<file path="src/rtl/step_clk_gen_pkg.sv">
// Shared types and defaults for the manual single-step clock source.
// Board builds override the defaults from define.v (DEBOUNCE_MAX, STEP_PULSE_CYCLES).
// The helper gives a counter width that stays legal when a count of 1 is requested.
package step_clk_gen_pkg;

  localparam int DEBOUNCE_MAX_DEF      = 20;
  localparam int STEP_PULSE_CYCLES_DEF = 4;

  typedef enum logic [1:0] {
    IDLE     = 2'd0,
    PULSE    = 2'd1,
    WAIT_REL = 2'd2
  } step_state_t;

  // Width needed to count 0..n-1, never less than one bit.
  function automatic int cnt_width(input int n);
    return (n > 1) ? $clog2(n) : 1;
  endfunction

endpackage

</file>
<file path="src/rtl/step_clk_gen_btn_debounce.sv">
// Two-flop synchroniser plus debounce counter for a raw push-button.
// Latency: a steady new level appears on btn_stable DEBOUNCE_CYCLES+2 edges after it is first sampled.
// Disagreements shorter than DEBOUNCE_CYCLES consecutive cycles never reach btn_stable.
module step_clk_gen_btn_debounce
  import step_clk_gen_pkg::*;
#(
  parameter int DEBOUNCE_CYCLES = DEBOUNCE_MAX_DEF
) (
  input  logic out_clk,
  input  logic reset,
  input  logic btn_in,
  output logic btn_stable
);

  localparam int DW = cnt_width(DEBOUNCE_CYCLES);
  localparam logic [DW-1:0] CNT_LAST = DW'(DEBOUNCE_CYCLES - 1);

  logic          s1;
  logic          s2;
  logic [DW-1:0] db_cnt;

  // Bring the asynchronous button into the out_clk domain.
  always_ff @(posedge out_clk or posedge reset) begin
    if (reset) begin
      s1 <= 1'b0;
      s2 <= 1'b0;
    end else begin
      s1 <= btn_in;
      s2 <= s1;
    end
  end

  // Accept a new level only after it has disagreed with btn_stable for
  // DEBOUNCE_CYCLES consecutive cycles; any agreement restarts the count.
  always_ff @(posedge out_clk or posedge reset) begin
    if (reset) begin
      db_cnt     <= '0;
      btn_stable <= 1'b0;
    end else if (s2 == btn_stable) begin
      db_cnt <= '0;
    end else if (db_cnt == CNT_LAST) begin
      db_cnt     <= '0;
      btn_stable <= s2;
    end else begin
      db_cnt <= db_cnt + DW'(1);
    end
  end

endmodule

</file>
<file path="src/rtl/step_clk_gen.sv">
// Manual single-step clock: one fixed-width step_clk pulse per debounced, enabled press.
// Latency: step_clk and step_count update DEBOUNCE_CYCLES+3 edges after the press is first sampled.
// No backpressure; a held button never retriggers, a press with step_en low is dropped.
module step_clk_gen
  import step_clk_gen_pkg::*;
#(
  parameter int DEBOUNCE_CYCLES = DEBOUNCE_MAX_DEF,
  parameter int PULSE_CYCLES    = STEP_PULSE_CYCLES_DEF,
  parameter int CNT_W           = 16
) (
  input  logic             out_clk,
  input  logic             reset,
  input  logic             btn_in,
  input  logic             step_en,
  output logic             step_clk,
  output logic             step_busy,
  output logic             btn_stable,
  output logic [CNT_W-1:0] step_count
);

  localparam int PW = cnt_width(PULSE_CYCLES);
  localparam logic [PW-1:0] PULSE_LOAD = PW'(PULSE_CYCLES - 1);

  step_state_t      state;
  step_state_t      state_nxt;
  logic [PW-1:0]    pulse_cnt;
  logic [PW-1:0]    pulse_cnt_nxt;
  logic             step_clk_nxt;
  logic [CNT_W-1:0] step_count_nxt;
  logic             btn_stable_q;
  logic             rise;

  step_clk_gen_btn_debounce #(
    .DEBOUNCE_CYCLES(DEBOUNCE_CYCLES)
  ) u_debounce (
    .out_clk   (out_clk),
    .reset     (reset),
    .btn_in    (btn_in),
    .btn_stable(btn_stable)
  );

  // Delay the debounced level by one cycle for rising-edge detection.
  always_ff @(posedge out_clk or posedge reset) begin
    if (reset) btn_stable_q <= 1'b0;
    else       btn_stable_q <= btn_stable;
  end

  assign rise      = btn_stable & ~btn_stable_q;
  assign step_busy = (state != IDLE);

  // State, pulse timer, step clock and press counter; step_clk is a flop so it
  // cannot glitch, and it drops as soon as reset asserts.
  always_ff @(posedge out_clk or posedge reset) begin
    if (reset) begin
      state      <= IDLE;
      pulse_cnt  <= '0;
      step_clk   <= 1'b0;
      step_count <= '0;
    end else begin
      state      <= state_nxt;
      pulse_cnt  <= pulse_cnt_nxt;
      step_clk   <= step_clk_nxt;
      step_count <= step_count_nxt;
    end
  end

  // Next-state logic: fresh enabled press -> fixed pulse -> wait for release.
  always_comb begin
    state_nxt      = state;
    pulse_cnt_nxt  = pulse_cnt;
    step_clk_nxt   = step_clk;
    step_count_nxt = step_count;
    case (state)
      IDLE: begin
        step_clk_nxt = 1'b0;
        if (rise && step_en) begin
          state_nxt      = PULSE;
          pulse_cnt_nxt  = PULSE_LOAD;
          step_clk_nxt   = 1'b1;
          step_count_nxt = step_count + CNT_W'(1);
        end
      end
      PULSE: begin
        // Neither step_en nor the button level can shorten the pulse.
        if (pulse_cnt == '0) begin
          state_nxt    = WAIT_REL;
          step_clk_nxt = 1'b0;
        end else begin
          pulse_cnt_nxt = pulse_cnt - PW'(1);
          step_clk_nxt  = 1'b1;
        end
      end
      WAIT_REL: begin
        step_clk_nxt = 1'b0;
        if (!btn_stable) state_nxt = IDLE;
      end
      default: begin
        state_nxt    = IDLE;
        step_clk_nxt = 1'b0;
      end
    endcase
  end

endmodule

</file>
<file path="config.mk">
export PLATFORM = sky130hd
export DESIGN_NAME = step_clk_gen
export DESIGN_NICKNAME = d
export VERILOG_FILES = /design/src/rtl/step_clk_gen_pkg.sv /design/src/rtl/step_clk_gen_btn_debounce.sv /design/src/rtl/step_clk_gen.sv
export SDC_FILE = /design/constraint.sdc
export NUM_CORES = 1
export LEC_CHECK = 0
export ABC_AREA = 1
export ABC_CLOCK_PERIOD_IN_PS = 2350
export CAP_MARGIN = 20
export CORE_UTILIZATION = 45
export DETAILED_ROUTE_END_ITERATION = 6
export MAX_ROUTING_LAYER = met4
export PLACE_DENSITY_LB_ADDON = 0.08
export SLEW_MARGIN = 40
export SYNTH_ARGS = -nofsm -noshare
export SYNTH_HDL_FRONTEND = slang
export SYNTH_SLANG_ARGS = --single-unit
</file>
<file path="constraint.sdc">
create_clock -name out_clk -period 2.35 [get_ports out_clk]
set_clock_uncertainty 0.05 [all_clocks]
set_input_delay 0.47 -clock out_clk [delete_from_list [all_inputs] [get_ports out_clk]]
set_output_delay 0.47 -clock out_clk [all_outputs]
set_load 0.02 [all_outputs]
</file>
==> reports/metrics.csv <==
metric;value;unit
drt_iter0_drc;55;
io_pins;23;
die_h;59.31;um
rsz0062_at_grt;no;
routed_wl;2542;um
cp_max_fo;4;
ys_ff_latch;30;
final_cell_mix;59 x nand2_1, 30 x dfrtp_1, 22 x inv_1, 22 x clkdlybuf4s50_1, 19 x nor2_1;
use_met1;0.2130;
p_per_area;462.1;mW/mm^2
tightest_slew;375.0;ps
cts.repair.resized;0;
endpoint_kind;output port;
numCtsBuffers;5;
sw_frac_of_total;0.2272;
syn2layout_area_growth;22.18;%
synth_top_family_by_area;simple AND/OR/NAND/NOR gates;
antenna_left;0;
path_class;reg2out;
synth_area_leaders;dfrtp_1 51%, nand2_1 15%, inv_1 5.6%;
clock_path_buffers;2;
synth_cells;175;
synth_ff_type;dfrtp_1;
syn_area;0.001478;sq mm
cts_hold_buffers;0;
grt-busiest-layer;met2;
pwr-share-comb;0.032;
numClockSinks;30;
cts-root-buf;clkbuf_4;
required;1830;ps
async_flop_share;1.000;
cts_tree;done;
max_stage_delay;630;ps
fin_crit_sh;0.8920;
dr.pass1.iters;7;
seq_power_share;0.630;
design.core.area;0.003078;sq mm
wl_per_cell;10.21;um
cts_setup_buffers;0;
hold_path.class;reg2reg;
setup_violations;0;
grtUsageTotal;0.1833;
ys_types;19;
cap_violations;0;
hold_viol;0;
final_util;0.5866;
synth_compound_gate_area_share;0.01524;
synth_nets;182;
synthMuxAreaShare;0;
dp_hpwl;1851;um
path_cells;inv_1, nand2_1, clkdlybuf4s50_1;
synth_edf_count;0;
clockPowerShare;0.338;
drc;2;
fin_crit;2096;ps
fp-row-count;20;
placed_area;0.001760;sq mm
grt_max_degree;31;
grt_overflow_total;0;
fillers;275;
clk_pin_slew;80;ps
finalMaxSlewViolations;0;
synth_fa_ha_area_frac;0.02540;
arrival;1580;ps
insertion_delay;330;ps
grt_pass1_vias;1055;
slew_headroom;0.7500;
clock.fmax;477.1;MHz
switchingPower;0.1896;mW
final_common_cell;nand2_1;
drive_gt1_frac;0.08293;
antenna_found_initial;0;
met3_usage;0.07205;
outcome;complete, but fails checks;
pre_cts_ws;506.8;ps
port-buffer-count;22;
synth-simple-area-share;0.3370;
start_kind;flop;
dr_total_vias;1161;
postSynthAreaPerCell;8.444;sq um
stdcell_area;0.001805;sq mm
timing.hold.worst_path_depth;0;
final_nets;212;
holdWs;302.8;ps
yosys_warnings;0;
grt_util_met2;0.2761;
synth_top_cell_area_share;0.5080;
violations;design-rule violations;
yosysSeqAreaShare;0.5080;
yosysTopAreaCell;dfrtp_1;
synthXorXnorAreaFrac;0.05843;
h-tree-depth;2;
dieArea;0.003517;sq mm
die_w;59.31;um
worst_slack;253.8;ps
routed_via_density;4.663;
grt_pass1_wl;4519;um
leakagePower;0.8986;nW
reg2reg_depth;7;
totalNegativeSetupSlack;0;ps
diodes;0;
intPower;0.6447;mW
ir_drop;0.2421;mV
slowest_stage;clkdlybuf4s50_1;
place_congestion;0.7774;
initial_core_util;0.4801;
-- worst max-delay path: cells and delay by family (launching register included) --
kind / cells / cell delay [ps]
buffers and inverters: 2 / 720
DFF: 1 / 410
and+or+nand+nor: 1 / 130
-- metrics by stage --
step                      cells  power, mW
final                       249     0.8343
after global routing        249     0.8668
after CTS                   249     0.8454
after detailed placement    242     0.5638
after global placement      242     0.5627
after floorplan             175     0.5520
-- flip-flops by register name (all words and copies together), names as in the netlist --
| signal | count |
|---|---|
| btn_stable_q | 1 |
| pulse_cnt | 2 |
| state | 2 |
| step_clk | 1 |
| step_count | 16 |
| u_debounce.btn_stable | 1 |
| u_debounce.db_cnt | 5 |
| u_debounce.s1 | 1 |
| u_debounce.s2 | 1 |
-- power groups by stage --
stage | logic (mW) | clock network [mW] | registers [mW]
6_report | 0.0267 | 0.282 | 0.526
5_1_grt | 0.0318 | 0.308 | 0.527
4_1_cts | 0.0279 | 0.292 | 0.526
3_5_place_dp | 0.0278 | 0 | 0.536
3_3_place_gp | 0.0271 | 0 | 0.536
2_1_floorplan | 0.0167 | 0 | 0.535
-- synthesized netlist by cell type, types with 3 or more instances --
| master | instances |
|---|---|
| nand2_1 | 59 |
| dfrtp_1 | 30 |
| inv_1 | 22 |
| nor2_1 | 19 |
| nand3_1 | 13 |
| nand3b_1 | 4 |
| xnor2_1 | 4 |
| xor2_1 | 4 |
| ha_1 | 3 |
| nor2_2 | 3 |
| o21ai_0 | 3 |
-- area by class of cell --
| type | instances | area [sq um] | share of cell area |
|---|---|---|---|
| Sequential cell | 30 | 750.7 | 0.4158 |
| Multi-Input combinational cell | 123 | 644.4 | 0.3569 |
| Timing Repair Buffer | 23 | 227.7 | 0.1261 |
| Inverter | 22 | 82.58 | 0.04574 |
| Tap cell | 44 | 55.05 | 0.03049 |
| Clock buffer | 7 | 45.04 | 0.02495 |
-- cell families after synthesis --
| family | count (synthesis) |
|---|---|
| AOI/OAI and AO/OA | 4 |
| and+or+nand+nor | 107 |
| DFF | 30 |
| adders and majority gates | 3 |
| xor gates and xnor gates | 9 |
| buffers and inverters | 22 |
-- path summary, 6_finish.rpt --
path / start / end / slack [ps]
setup reg to reg: u_debounce.btn_stable / step_count[15] / 1000
min in group asynchronous: reset / step_count[2] / 460
hold / removal: u_debounce.s1 / u_debounce.s2 / 300
max in group asynchronous: reset / u_debounce.db_cnt[1] / 1510
hold reg to reg: u_debounce.s1 / u_debounce.s2 / 300
setup / recovery: state[0] / step_busy / 250
-- per-layer routing --
layer  up-vias  routed length (um)
met4         0                  55
met1       535                1186
met2        23                1179
li1        597                   -
met5         -                   0
met3         6                 121
(Power assumes the default switching activity.)
